$ cat config.mk
export PLATFORM = sky130hd
export DESIGN_NAME = fifo_stream_reader
export DESIGN_NICKNAME = d
export VERILOG_FILES = /design/src/rtl/fifo_skid_buffer.sv /design/src/rtl/fifo_stream_reader.sv
export SDC_FILE = /design/constraint.sdc
export NUM_CORES = 1
export LEC_CHECK = 0
export CAP_MARGIN = 20
export CORE_MARGIN = 2
export CORE_UTILIZATION = 35
export CTS_CLUSTER_SIZE = 28
export DETAILED_ROUTE_END_ITERATION = 8
export GPL_TIMING_DRIVEN = 0
export PLACE_DENSITY = 0.54
export SLEW_MARGIN = 0
export SYNTH_ARGS = -nofsm -noshare
export SYNTH_HDL_FRONTEND = slang
export SYNTH_SLANG_ARGS = --single-unit
$ cat constraint.sdc
create_clock -name clk -period 3.4 [get_ports clk]
set_input_delay 0.51 -clock clk [delete_from_list [all_inputs] [get_ports clk]]
set_output_delay 0.51 -clock clk [all_outputs]
set_load 0.005 [all_outputs]
$ cat src/rtl/fifo_skid_buffer.sv
// Two-entry FIFO-ordered register buffer with push, pop and synchronous clear.
// The head word and the valid flag are kept in dedicated flops so downstream sees registered outputs.
module fifo_skid_buffer #(
  parameter int DATA_WIDTH = 8
) (
  input  logic                  clk,
  input  logic                  reset_n,
  input  logic                  clear,
  input  logic                  push,
  input  logic                  pop,
  input  logic [DATA_WIDTH-1:0] din,
  output logic [1:0]            occ,
  output logic                  valid,
  output logic [DATA_WIDTH-1:0] head
);

  localparam int BUF_DEPTH = 2;
  localparam int OCC_W     = 2;

  logic [DATA_WIDTH-1:0] mem_r [BUF_DEPTH];
  logic                  head_ptr_r;
  logic                  tail_ptr_r;
  logic [OCC_W-1:0]      occ_r;
  logic [OCC_W-1:0]      occ_nxt_s;
  logic                  valid_r;
  logic [DATA_WIDTH-1:0] head_r;
  logic [DATA_WIDTH-1:0] head_nxt_s;

  // next occupancy: clear wins, simultaneous push and pop leaves it unchanged
  always_comb begin
    occ_nxt_s = occ_r;
    if (clear) begin
      occ_nxt_s = 2'd0;
    end else begin
      case ({push, pop})
        2'b10:   occ_nxt_s = occ_r + 2'd1;
        2'b01:   occ_nxt_s = occ_r - 2'd1;
        default: occ_nxt_s = occ_r;
      endcase
    end
  end

  // next head word: the other entry after a pop from full, or the incoming word when it lands at the head
  always_comb begin
    head_nxt_s = head_r;
    if (clear) begin
      head_nxt_s = head_r;
    end else if (pop && (occ_r == 2'd2)) begin
      head_nxt_s = mem_r[~head_ptr_r];
    end else if (push && ((occ_r == 2'd0) || (pop && (occ_r == 2'd1)))) begin
      head_nxt_s = din;
    end else begin
      head_nxt_s = head_r;
    end
  end

  // storage and pointer update
  always_ff @(posedge clk or negedge reset_n) begin
    if (!reset_n) begin
      for (int i = 0; i < BUF_DEPTH; i++) begin
        mem_r[i] <= '0;
      end
      head_ptr_r <= 1'b0;
      tail_ptr_r <= 1'b0;
    end else if (clear) begin
      head_ptr_r <= 1'b0;
      tail_ptr_r <= 1'b0;
    end else begin
      if (push) begin
        mem_r[tail_ptr_r] <= din;
        tail_ptr_r        <= ~tail_ptr_r;
      end
      if (pop) begin
        head_ptr_r <= ~head_ptr_r;
      end
    end
  end

  // occupancy, valid flag and head word registers
  always_ff @(posedge clk or negedge reset_n) begin
    if (!reset_n) begin
      occ_r   <= 2'd0;
      valid_r <= 1'b0;
      head_r  <= '0;
    end else begin
      occ_r   <= occ_nxt_s;
      valid_r <= (occ_nxt_s != 2'd0);
      head_r  <= head_nxt_s;
    end
  end

  assign occ   = occ_r;
  assign valid = valid_r;
  assign head  = head_r;

endmodule

$ cat src/rtl/fifo_stream_reader.sv
// Read-side controller for a synchronous FIFO: issues reads, captures the registered read data
// one cycle later and presents it as a valid/ready stream through a two-entry buffer.
module fifo_stream_reader #(
  parameter int DATA_WIDTH  = 8,
  parameter int COUNT_WIDTH = 16
) (
  input  logic                   clk,
  input  logic                   reset_n,
  input  logic                   fifo_empty,
  input  logic [DATA_WIDTH-1:0]  fifo_data,
  output logic                   fifo_rd_en,
  output logic                   m_valid,
  input  logic                   m_ready,
  output logic [DATA_WIDTH-1:0]  m_data,
  input  logic                   flush,
  output logic [COUNT_WIDTH-1:0] word_count
);

  localparam int OCC_W = 2;

  logic [OCC_W-1:0]       occ_s;
  logic [OCC_W-1:0]       load_s;
  logic                   inflight_r;
  logic                   pop_s;
  logic                   capture_s;
  logic                   rd_en_s;
  logic                   valid_s;
  logic [DATA_WIDTH-1:0]  head_s;
  logic [COUNT_WIDTH-1:0] word_count_r;

  assign pop_s     = valid_s & m_ready;
  assign capture_s = inflight_r & ~flush;
  assign load_s    = occ_s + {1'b0, inflight_r};

  // read issue: only when a slot is guaranteed, counting a slot freed by this cycle's pop
  always_comb begin
    rd_en_s = 1'b0;
    if (!reset_n || fifo_empty || flush) begin
      rd_en_s = 1'b0;
    end else if (load_s < 2'd2) begin
      rd_en_s = 1'b1;
    end else if ((load_s == 2'd2) && pop_s) begin
      rd_en_s = 1'b1;
    end else begin
      rd_en_s = 1'b0;
    end
  end

  // in-flight flag tracks last cycle's read strobe
  always_ff @(posedge clk or negedge reset_n) begin
    if (!reset_n) begin
      inflight_r <= 1'b0;
    end else begin
      inflight_r <= rd_en_s;
    end
  end

  // delivered-word counter, a pop in a flush cycle still counts
  always_ff @(posedge clk or negedge reset_n) begin
    if (!reset_n) begin
      word_count_r <= '0;
    end else if (pop_s) begin
      word_count_r <= word_count_r + {{(COUNT_WIDTH-1){1'b0}}, 1'b1};
    end else begin
      word_count_r <= word_count_r;
    end
  end

  fifo_skid_buffer #(
    .DATA_WIDTH (DATA_WIDTH)
  ) u_buf (
    .clk     (clk),
    .reset_n (reset_n),
    .clear   (flush),
    .push    (capture_s),
    .pop     (pop_s),
    .din     (fifo_data),
    .occ     (occ_s),
    .valid   (valid_s),
    .head    (head_s)
  );

  assign fifo_rd_en = rd_en_s;
  assign m_valid    = valid_s;
  assign m_data     = head_s;
  assign word_count = word_count_r;

endmodule
==> key figures, run 1 <==
Clocking
  • Clk buf depth: 2
  • Post-CTS Setup Inserts: 0
  • Post-CTS Hold Fix Bufs: 0
  • Clk Latency, worst-skew pair: roughly 0.30 ns
  • TritonCTS Buffers: 5
  • Clk sinks: 46
  • Post_cts resized: 0
  • CTS Root Cell: clkbuf_8
  • CTS clk-pin slew, worst paths: about 0.090 ns
  • CTS tree: built
  • H-tree Lvls: 2

Yosys
  • Cell taking the most area after synthesis: dfrtp_1
  • Library cells used by synthesis: 29
  • Yosys warns: 0
  • Post-Synth Adder-Cell Area: 0.0294
  • Syn_area_per_cell: 12.8 um2
  • Synth top area cells: dfrtp_1 (54%), mux2_2 (9.0%), xnor2_1 (6.6%)
  • Syn nets: roughly 190
  • Main combinational cell family by area after synthesis: multiplexers
  • Post-Synth Simple-Gate Area: 0.117
  • Seq/Total Area, Yosys: 0.540
  • Post-synthesis mux area share: 0.137
  • Synthesis-stage register bit count: 46
  • Synth Instances: about 170
  • Post-Synth XOR/XNOR Area: 0.0822
  • Synth top area share: 0.540
  • Mapped cell area: 2130 um2
  • Synth Area in Compound Gates: 0.0734

Cells and area
  • Non-Filler Instances: between 200 and 300
  • Number of diodes: 0
  • Nets@finish: 230
  • Core Util, Final: 0.463
  • Area delta synth->final: 27.8%
  • Share of cells above drive strength 1: 0.174

Die
  • Chip Height: between 80 and 90 um
  • Die area: between 6000 and 7000 um2
  • Core area: a little under 6000 um2
  • Die width: around 80 um
  • Rows: 28
  • Boundary pin count: 39
  • Initial Util: 0.362

STA
  • Max Clock Freq: between 300 and 400 MHz
  • Min Hold Slack: between 0.1 and 0.15 ns
  • Worst-Margin Slew: 0.502 ns
  • RSZ-0062 raised after global routing: no
  • Slew margin rel.: 0.664
  • Final Hold Vio Count: 0
  • Setup Viol. Count Final: 0
  • Crit share post-route: 0.806
  • Final min period: approximately 2.7 ns
  • Pins over their slew limit: 0
  • Layout Skew: approximately 0.0038 ns
  • Slack of the critical path: between 0.6 and 0.7 ns

Power
  • P per Cell Area: slightly below 600 nW/um2
  • Peak supply drop: 240 uV
  • Total power: ~1.6 mW
  • Lkg Pwr: between 1 and 1.5 nW

Placed design
  • Cells after DPL: 280
  • DP Worst Slack: 0.653 ns
  • HPWL after DPL: between 2 and 3 mm
  • Gp weighted congestion: roughly 0.76
  • Buffers on Ports: 37

Detailed routing
  • Wire length per cell: 15.0 um
  • Iter 0 DRT Violations: just under 50
  • Vias/cell: between 5 and 6
  • Remaining antenna violation count after routing: 0
  • DRC: 0
  • Router iterations before antenna repair: 4
  • Routed via count: approximately 1.4k
  • Total Routed Length: between 4 and 5 mm

Critical path
  • FF-to-FF Start: u_buf.occ[0]
  • CP Launch Type: input pin
  • CP Capture Type: primary output
  • CP startpoint: m_ready
  • WS Path Type: in2out
  • Critical Path AT: roughly 2.2 ns
  • Slowest CP cell: clkdlybuf4s50_1
  • Most used cell, CP: clkdlybuf4s50_1
  • CP peak stage delay: between 0.5 and 0.6 ns
  • Max FO, Critical Path: 10
  • Required @ worst endpoint: approximately 2.9 ns
  • Worst-path cell chain: clkdlybuf4s50_1 -> nand2_1 -> buf_2 -> o21ai_0 -> and3_1 -> clkdlybuf4s50_1

GRT
  • Initial antenna violation count: 0
  • All-Layer GR Usage: 0.143
  • Number of global-route vias before repair: between 1k and 1.5k
  • Largest net degree at the start of global routing: 32
  • Grt ovf: 0
  • First-pass GRT wire length: ~7.2 mm

Hold path
  • Hold/Removal Path Class: in2async

Flow run
  • Max-Cap Viols: 0

Run status
  • Status: finished clean
## where the power goes
group / leakage (nW) / switching, mW / internal, mW
clock network: 0.0585 / 0.196 / 0.221
registers: 0.592 / 0.0884 / 0.671
logic: 0.501 / 0.140 / 0.268
total: 1.15 / 0.424 / 1.16
## path summary, 6_finish.rpt
| kind | end | slack [ns] | cells after the start |
|---|---|---|---|
| worst max-delay path | fifo_rd_en | 0.66 | 6 |
| min in group clk | u_buf.tail_ptr_r | 0.46 | 2 |
| worst min-delay path | inflight_r | 0.13 | 1 |
| max in group asynchronous | word_count[15] | 2.77 | 2 |
| worst max register to register | u_buf.head[0] | 1.63 | 4 |
| worst min register to register | word_count[15] | 0.48 | 1 |
## synth_stat cells
cell type and number:
buf_2 2, nand3_1 7, a211oi_1 1, xnor2_1 16, a311o_1 2, a2bb2oi_1 1
ha_1 5, nand3b_2 1, nand2b_4 1, o21ai_0 1, o311ai_0 1, nor2_2 1
a31oi_1 1, and4_1 2, buf_4 3, nand2_1 13, o221a_1 8, nor3b_4 1
mux2_2 17, xor2_1 4, dfrtp_1 46, nor2_4 1, inv_1 3, mux2i_1 10
nand3b_1 1, and3_1 5, a21oi_1 2, nor2_1 8, nand4_1 3
## layer usage
metal / vias up / wire, um / GRT usage
met5: - / 0 / 0
met4: 0 / 55 / 0.0400
met3: 6 / 188 / 0.0385
met2: 32 / 2010 / 0.229
met1: 718 / 2060 / 0.190
li1: 688 / - / -
## flip-flops by register name, indices dropped and copies added (netlist names)
name / flops
u_buf.mem_r: 16
u_buf.occ: 2
word_count: 16
u_buf.head_ptr_r: 1
u_buf.head: 8
inflight_r: 1
u_buf.tail_ptr_r: 1
u_buf.valid: 1
## cell families after synthesis
kind of cell | after synthesis
DFF | 46
and+or+nand+nor | 44
muxes | 27
xor gates and xnor gates | 20
AOI/OAI and AO/OA | 17
buffers and inverters | 8
adders and majority gates | 5
## cells in the final DEF, fill, tap and decap left out, types with 2 or more instances in the layout
cell type	netlist	final
buf_4	3	3
and4_1	2	2
inv_1	3	3
a21oi_1	2	2
mux2i_1	10	10
dfrtp_1	46	46
nand2_1	13	13
clkbuf_8	0	5
nand4_1	3	3
a311o_1	2	2
o221a_1	8	8
buf_2	2	3
mux2_2	17	17
nor2_1	8	8
xor2_1	4	4
xnor2_1	16	16
nand3_1	7	7
ha_1	5	5
and3_1	5	5
clkdlybuf4s50_1	0	36
## metrics by stage
step	instance area (um2)	TNS (ns)
floorplan	2130	0
global placement	2590	-0.483
detailed placement	2610	0
CTS	2720	0
global route	2720	0
finish	2720	0
## layout make-up
class	count	area, um2
inverters	3	11.3
plain buffers	5	32.5
flip-flops and latches	46	1150
clock inverters	3	43.8
well taps	75	93.8
multi-input cells	113	936
clock buffers	5	68.8
fillers	545	3160
repair buffers	38	385
## critical path: cells and delay by family
kind | cells | cell delay (ns)
simple gates | 2 | 0.30
buf+inv | 3 | 1.25
compound gates | 1 | 0.17
Power figures use the tool's default switching activity.
==> inputs of run 2 (changes only) <==
PLACE_DENSITY = 0.56   (was 0.54)
clock period = 2.3 ns   (was 3.4 ns; I/O delays follow)
==> run 2 against run 1 <==
Power increased by 47%; worst setup slack worse by 0.57 ns; die area unchanged; sequential share of layout area fell by 0.17 points; routed wire length grew 1.4%; core utilization rose by 0.23 points; clock skew up 0.0030 ns; sequential power is 49% higher; clock-buffer cell count rose by 2; register-to-register slack got worse by 1.1 ns; critical path type is now reg2out; highest routed layer unchanged.
==> key figures, run 2 (synthesis results as in run 1) <==
Critical path
  • Critical Path AT: roughly 1.9 ns
  • Required @ worst endpoint: roughly 2.0 ns
  • WS Path Type: reg2out
  • CP Capture Type: primary output
  • Max FO, Critical Path: 7
  • CP Launch Type: flop
  • R2r worst-path depth: 5

STA
  • Pins over their slew limit: 0
  • Worst-Margin Slew: between 0.5 and 0.6 ns
  • Final min period: around 2.2 ns
  • Slack of the critical path: around 0.088 ns
  • Max Clock Freq: ~450 MHz
  • Slew margin rel.: 0.599
  • Final Hold Vio Count: 0
  • Crit share post-route: 0.962
  • RSZ-0062 raised after global routing: no
  • Min Hold Slack: 0.0233 ns
  • Setup Viol. Count Final: 0
  • Layout Skew: about 0.0069 ns

GRT
  • All-Layer GR Usage: 0.143
  • First-pass GRT wire length: ~7.3 mm
  • Initial antenna violation count: 0
  • Grt ovf: 0
  • Number of global-route vias before repair: between 1k and 1.5k
  • Largest net degree at the start of global routing: 35

Cells and area
  • Area delta synth->final: 28.4%
  • Core Util, Final: 0.465
  • Share of cells above drive strength 1: 0.172
  • Number of diodes: 0
  • Most frequent cells in the layout: dfrtp_1 (45), clkdlybuf4s50_1 (35), mux2_2 (17)
  • FILL cells: between 500 and 600
  • Most common cell after layout, fill and taps aside: dfrtp_1
  • Register area: between 1000 and 1500 um2
  • Nets@finish: ~230
  • Area of the multi-input gates: around 940 um2
  • Design Area, Final: 2740 um2

Detailed routing
  • Met1 WL: roughly 2.1 mm
  • Wire length per cell: about 15 um
  • Top sig layer: met4
  • Vias/cell: 5.06
  • Remaining antenna violation count after routing: 0
  • Routed via count: around 1.5k
  • DRC: 0
  • Iter 0 DRT Violations: 25
  • WL met2: around 2 mm
  • Total Routed Length: about 4.4 mm
  • Router iterations before antenna repair: 4
  • Wire length on met3: around 230 um

Clocking
  • CTS Root Cell: clkbuf_8
  • TritonCTS Buffers: 5
  • Clk Latency, worst-skew pair: between 0.2 and 0.3 ns
  • Clk sinks: 46
  • CTS clk-pin slew, worst paths: about 0.090 ns
  • Clk buf depth: 2
  • H-tree Lvls: 2
  • CTS tree: built

Power
  • Combinational fraction of design power: 0.260
  • Peak supply drop: 544 uV
  • P per Cell Area: roughly 850 nW/um2
  • Clock share of power: 0.255
  • Switching share of power: 0.261
  • Switching power: about 0.6 mW
  • Lkg Pwr: between 1 and 1.5 nW
  • Cell Int Power: roughly 1.7 mW
  • Total power: between 2 and 2.5 mW
  • Reg power frac: 0.484

Placed design
  • Placed cell areas: 2610 um2
  • Gp weighted congestion: about 0.75
  • DP Worst Slack: -0.117 ns
  • HPWL after DPL: slightly below 3 mm
  • Buffers on Ports: 37

Die
  • Initial Util: 0.362
  • Core area: just under 6000 um2
  • Rows: 28
  • Die area: roughly 6700 um2
  • Boundary pin count: 39
  • Die width: between 80 and 90 um
  • Chip Height: ~82 um

Flow run
  • Max-Cap Viols: 0

Hold path
  • Hold/Removal Path Class: in2async

Run status
  • Status: finished clean
-- run 2: changes by cell type in the layout (fill, tap and decap cells not counted) --
cell	previous run	this run
clkdlybuf4s50_1	36	35
dfrtp_1	46	45
dfrtp_2	0	1
clkinv_2	1	0
buf_4	3	5
buf_2	3	2
clkbuf_1	0	2
dlygate4sd2_1	0	1
dlygate4sd3_1	0	1
inv_6	1	0
-- run 2: final timing paths --
path | to | from | slack, ns
setup / recovery | fifo_rd_en | u_buf.occ[0] | 0.09
hold / removal | u_buf.mem_r[9] | reset_n | 0.02
setup reg to reg | u_buf.head[3] | u_buf.occ[1] | 0.57
hold reg to reg | word_count[15] | word_count[15] | 0.48
max in group asynchronous | u_buf.mem_r[10] | reset_n | 1.27
min in group clk | u_buf.tail_ptr_r | flush | 0.30
-- run 2: per-stage QoR --
| stage | TNS [ns] | instances |
|---|---|---|
| 5_1_grt | 0 | 290 |
| 3_3_place_gp | -17.05 | 279 |
| 3_5_place_dp | -0.117 | 280 |
| 4_1_cts | 0 | 289 |
| 6_report | 0 | 290 |
| 2_1_floorplan | 0 | 167 |
-- run 2: layer usage --
layer | up-vias | global-route usage
met2 | 36 | 0.238
met5 | - | 0
met4 | 0 | 0.0300
met1 | 737 | 0.186
li1 | 690 | -
met3 | 5 | 0.0396
-- run 2: what timing repair did --
action | in CTS | in global routing
setup endpoints to repair | 1 | 1
endpoints found under the hold margin | 13 | 0
hold buffers | 1 | 0
buffers inserted | 0 | 1
gates cloned | 0 | 0
gates resized for setup | 2 | 1
-- run 2: power groups by stage --
stage | registers (mW) | logic (mW) | clock network [mW]
CTS | 1.13 | 0.609 | 0.614
finish | 1.13 | 0.606 | 0.594
floorplan | 1.13 | 0.291 | 0
global placement | 1.14 | 0.592 | 0
detailed placement | 1.15 | 0.604 | 0
global route | 1.16 | 0.678 | 0.644
-- run 2: area by class of cell --
class,instances,share of cell area
buffer,5,0.0128
clock buffer,7,0.0279
clock inverter,1,0.0110
inverter,3,0.00412
multi-input combinational,113,0.342
sequential,46,0.421
tap,75,0.0343
timing repair buffer,40,0.147
-- run 2: critical path, stage by stage, from the launching register on --
cell and delay [ns]:
dfrtp_2 0.46, ha_1 0.30, o21ai_0 0.14, and3_1 0.18
clkdlybuf4s50_1 0.50
==> inputs of run 3 (changes only) <==
CORE_MARGIN = 8   (was 2)
PLACE_DENSITY = 0.54   (was 0.56)
clock period = 2.2 ns   (was 2.3 ns; I/O delays follow)
==> run 3 against run 2 <==
The run now ends with hold timing left; worst hold slack worse by 0.027 ns; power up 0.81%; final cell count up 1.0%; combinational power up 9.4%; routed wire length up 6.5%; register-to-register slack worse by 0.18 ns; clock power down 14%; clock-buffer cell count down 2; sequential share of layout area down 0.11 points; global-route usage down 3.0 points; via count down 1.6%; die area up 31%; highest routed layer unchanged.
==> key figures, run 3 (synthesis results as in run 1) <==
Flow run
  • Max-Cap Viols: 0

Critical path
  • WS Path Type: reg2reg
  • Required @ worst endpoint: between 2 and 2.5 ns
  • R2R Path End: u_buf.head[4]
  • FF-to-FF Start: u_buf.occ[0]
  • Reg2Reg Setup Slack: 0.39 ns
  • Max FO, Critical Path: 8
  • CP Launch Type: flop
  • R2r worst-path depth: 6
  • Critical Path AT: 2.00 ns
  • CP Capture Type: flop

Detailed routing
  • DRC: 0
  • Remaining antenna violation count after routing: 0
  • Iter 0 DRT Violations: 35
  • Vias/cell: approximately 4.9
  • Wire length per cell: 15.9 um
  • Router iterations before antenna repair: 4
  • Total Routed Length: 4.66 mm
  • Routed via count: roughly 1.4k

Cells and area
  • Area delta synth->final: 28.9%
  • Register area: 1150 um2
  • Most common cell after layout, fill and taps aside: dfrtp_1
  • Nets@finish: ~240
  • Non-Filler Instances: ~290
  • Area of the multi-input gates: ~940 um2
  • FILL cells: 550
  • Core Util, Final: 0.464
  • Most frequent cells in the layout: dfrtp_1 (44), clkdlybuf4s50_1 (34), mux2_2 (17)
  • Number of diodes: 0
  • Share of cells above drive strength 1: 0.197

STA
  • Final min period: 1.81 ns
  • Worst-Margin Slew: 0.548 ns
  • Slew margin rel.: 0.633
  • RSZ-0062 raised after global routing: no
  • Final Hold Vio Count: 2
  • Max Clock Freq: roughly 550 MHz
  • Setup Viol. Count Final: 0
  • Pins over their slew limit: 0
  • Crit share post-route: 0.824
  • Layout Skew: around 0.0091 ns
  • Min Hold Slack: -0.00367 ns

GRT
  • First-pass GRT wire length: 7.84 mm
  • All-Layer GR Usage: 0.112
  • Largest net degree at the start of global routing: 40
  • Number of global-route vias before repair: between 1.5k and 2k
  • Grt ovf: 0
  • Initial antenna violation count: 0

Die
  • Rows: 28
  • Boundary pin count: 39
  • Core area: just under 6000 um2
  • Initial Util: 0.360
  • Chip Height: between 90 and 100 um
  • Die area: approximately 9000 um2
  • Die width: about 94 um

Run status
  • Status: finished with violations
  • Failing checks: hold timing

Clocking
  • CTS clk-pin slew, worst paths: 0.09 ns
  • CTS tree: built
  • Clk sinks: 46
  • Clk Latency, worst-skew pair: roughly 0.3 ns
  • CTS Root Cell: clkbuf_8
  • H-tree Lvls: 2
  • Clk buf depth: 2
  • TritonCTS Buffers: 5

Power
  • Peak supply drop: between 300 and 400 uV
  • Total power: 2.35 mW
  • Lkg Pwr: 1.18 nW
  • P per Cell Area: 854 nW/um2

Placed design
  • Gp weighted congestion: about 0.75
  • Buffers on Ports: 37
  • Cells after DPL: 280
  • HPWL after DPL: roughly 3.2 mm

Hold path
  • Hold/Removal Path Class: in2async
==> run 3: power breakdown <==
group          switching (mW)  total [mW]  leakage [nW]  internal, mW
clock network           0.289       0.512        0.0441         0.223
logic                   0.236       0.663         0.546         0.428
registers               0.132        1.17         0.589          1.04
total                   0.657        2.35          1.18          1.69
==> run 3: per-layer routing <==
layer  track usage  vias up  wire, um  part of all wire
li1              -      696         -                 -
met3        0.0416        7       285             0.061
met4        0.0396        0        63             0.014
met5             0        -         0                 0
met1         0.136      708      2220              0.48
met2         0.179       33      2100              0.45
==> run 3: cell type report <==
type	instances	share of cell area
sequential	46	0.420
inverter	3	0.00410
timing repair buffer	43	0.155
clock buffer	5	0.0251
buffer	5	0.0128
multi-input combinational	113	0.341
tap	75	0.0342
clock inverter	3	0.00774
==> run 3: metrics by stage <==
step	area, um2	TNS, ns	hold slack (ns)	setup WS, ns
2_1_floorplan	2130	0	0.0344	0.666
3_3_place_gp	2590	-22.47	0.465	-1.33
3_5_place_dp	2610	-0.187	0.202	-0.187
4_1_cts	2740	0	0.00600	0.0270
5_1_grt	2750	0	0.00891	0.325
6_report	2750	0	-0.00367	0.387
==> run 3: worst max path at each step <==
stage | from | endpoint | cells after the start
2_1_floorplan | u_buf.occ[0] | u_buf.head[0] | 4
4_1_cts | u_buf.occ[0] | fifo_rd_en | 4
3_3_place_gp | reset_n | fifo_rd_en | 3
3_5_place_dp | m_ready | fifo_rd_en | 6
6_report | u_buf.occ[0] | u_buf.head[4] | 6
5_1_grt | u_buf.occ[0] | u_buf.head[4] | 6
==> run 3: critical path, stage by stage (launching register included) <==
cell and delay (ns):
dfrtp_2 0.42, buf_4 0.16, inv_1 0.10, ha_1 0.18, a31oi_1 0.05, a311o_1 0.48, o221a_1 0.30
==> run 3: repair_timing <==
item,in CTS,in global routing
pin swaps,0,1
hold buffers,1,0
endpoints found under the setup margin,1,1
hold endpoints to repair,8,0
setup buffers,3,1
gates resized for setup,4,1
==> RTL edit, RTL diff (flow settings as in run 1) <==
Register the output `word_count` once more; this adds one clock of latency there. The other outputs are not delayed to match.
--- a/src/rtl/fifo_stream_reader.sv
+++ b/src/rtl/fifo_stream_reader.sv
@@ -85,3 +85,5 @@
   assign m_data     = head_s;
-  assign word_count = word_count_r;
+  always_ff @(posedge clk) begin
+    word_count <= word_count_r;
+  end
 
Check against the original RTL: not equivalent (Yosys sat finds a counterexample within 4 cycles, from zero or initial values and one cycle with reset_n low).
==> RTL edit against run 1 <==
- critical path depth fell by 1
- global-route usage fell by 1.6 points
- total power rose by 25%
- clock power rose by 42%
- final area rose by 14%
- sequential cell count rose by 16
- largest power group unchanged
- utilization fell by 0.28 points
- area after synthesis rose by 14%
- worst setup slack improved by 0.18 ns
- non-clock buffer count did not move
- wire length rose by 0.46%
==> RTL edit: results (changes against run 1) <==
<table>
<tr><th>Metric</th><th>Value</th></tr>
<tr><th colspan="2">Clock tree</th></tr>
<tr><td>Number of CTS-inserted buffers</td><td>9 (was 5)</td></tr>
<tr><td>Number of H-tree levels</td><td>3 (was 2)</td></tr>
<tr><td>Clock Pin Slew Worst Setup and Hold Paths</td><td>0.07 ns (was 0.09 ns)</td></tr>
<tr><th colspan="2">Route</th></tr>
<tr><td>Number of violations reported at the end of detailed-routing iteration 0</td><td>50 (was 49)</td></tr>
<tr><td>Wire length on met2</td><td>1.95 mm (was 2.01 mm)</td></tr>
<tr><td>Via/cell ratio</td><td>4.79 (was 5.01)</td></tr>
<tr><td>Metal3 WL</td><td>257 um (was 188 um)</td></tr>
<tr><td>Met1 wire length</td><td>2.09 mm (was 2.06 mm)</td></tr>
<tr><th colspan="2">Power</th></tr>
<tr><td>VDD IR max</td><td>0.000395 V (was 0.000240 V)</td></tr>
<tr><td>Leakage</td><td>1.27 nW (was 1.15 nW)</td></tr>
<tr><th colspan="2">Synthesis</th></tr>
<tr><td>Fraction of registers with async set or reset after synthesis</td><td>74.2% (was 100%)</td></tr>
<tr><td>Cell types with the largest area share after synthesis</td><td>sky130_fd_sc_hd__dfrtp_1, sky130_fd_sc_hd__dfxtp_1, sky130_fd_sc_hd__mux2_2 (was sky130_fd_sc_hd__dfrtp_1, sky130_fd_sc_hd__mux2_2, sky130_fd_sc_hd__xnor2_1)</td></tr>
<tr><td>Most common library cells after synthesis</td><td>sky130_fd_sc_hd__dfrtp_1, sky130_fd_sc_hd__xnor2_1, sky130_fd_sc_hd__mux2_2 (was sky130_fd_sc_hd__dfrtp_1, sky130_fd_sc_hd__mux2_2, sky130_fd_sc_hd__xnor2_1)</td></tr>
<tr><td>Distinct cell type count of the synthesized netlist</td><td>32 (was 29)</td></tr>
<tr><td>Syn avg cell area</td><td>13.3 um^2 (was 12.8 um^2)</td></tr>
<tr><td>Number of nets in the synthesized netlist</td><td>201 (was 185)</td></tr>
<tr><th colspan="2">Global route</th></tr>
<tr><td>Pin count of the biggest net entering global routing</td><td>25 (was 32)</td></tr>
<tr><td>Global routing usage on met2</td><td>18.6% (was 22.9%)</td></tr>
<tr><td>Global routing met1 resource utilization</td><td>16.7% (was 19.0%)</td></tr>
<tr><td>Wire length of the first global-routing pass</td><td>7.24 mm (was 7.19 mm)</td></tr>
<tr><td>Grt met3 use</td><td>5.31% (was 3.85%)</td></tr>
<tr><th colspan="2">Finish</th></tr>
<tr><td>Final standard cell count with taps included and fillers excluded</td><td>317 (was 288)</td></tr>
<tr><th colspan="2">Worst setup path</th></tr>
<tr><td>R2R cell count</td><td>6 (was 4)</td></tr>
<tr><th colspan="2">Outcome</th></tr>
<tr><td>Outcome</td><td>complete, no violations (unchanged)</td></tr>
<tr><th colspan="2">STA</th></tr>
<tr><td>Worst Clk Skew</td><td>0.00417 ns (was 0.00383 ns)</td></tr>
<tr><td>Worst rel slew slack</td><td>53.6% (was 66.4%)</td></tr>
<tr><th colspan="2">Place</th></tr>
<tr><td>Placed wire-length estimate after detailed placement</td><td>2.78 mm (was 2.96 mm)</td></tr>
</table>
==> RTL edit: through the flow <==
stage / util [%] / setup TNS, ns / setup slack, ns / power (mW) / hold WS, ns
floorplan: - / 0 / 1.82 / 1.18 / 0.214
global placement: 43.0 / -0.645 / -0.645 / 1.40 / 0.380
detailed placement: 43.3 / 0 / 0.834 / 1.40 / 0.386
CTS: 46.0 / 0 / 0.820 / 2.00 / 0.170
global route: 46.0 / 0 / 0.765 / 2.08 / 0.204
finish: 46.0 / 0 / 0.841 / 1.97 / 0.159
==> RTL edit: worst max-delay path: stages <==
cell and delay (ns):
sky130_fd_sc_hd__clkdlybuf4s50_1 0.49, sky130_fd_sc_hd__nand2_2 0.16, sky130_fd_sc_hd__o21ai_0 0.19, sky130_fd_sc_hd__and3_1 0.19
sky130_fd_sc_hd__clkdlybuf4s50_1 0.50
==> RTL edit: where the power goes <==
part,internal [mW],switching (mW),total [mW],leakage (nW)
sequential,0.882,0.0930,0.975,0.723
combinational,0.270,0.136,0.406,0.457
clock,0.307,0.284,0.591,0.0946
total,1.46,0.513,1.97,1.27
==> RTL edit: cells by family (layout without fill, tap and decap cells) <==
group | after synthesis | count (layout) | share of synthesized area [%]
DFF | 62 | 62 | 60.4
and+or+nand+nor | 45 | 45 | 9.50
muxes | 27 | 27 | 12.0
xor gates and xnor gates | 20 | 20 | 7.19
AOI/OAI and AO/OA | 17 | 17 | 6.73
buffers and inverters | 7 | 61 | 1.69
adders and majority gates | 5 | 5 | 2.57
==> RTL edit: area by class of cell <==
type	instances	share of cell area [%]
flip-flops and latches	62	47.4
multi-input cells	114	29.8
repair buffers	38	12.4
clock buffers	11	4.91
well taps	80	3.22
plain buffers	5	1.09
clock inverters	5	1.01
inverters	2	0.242
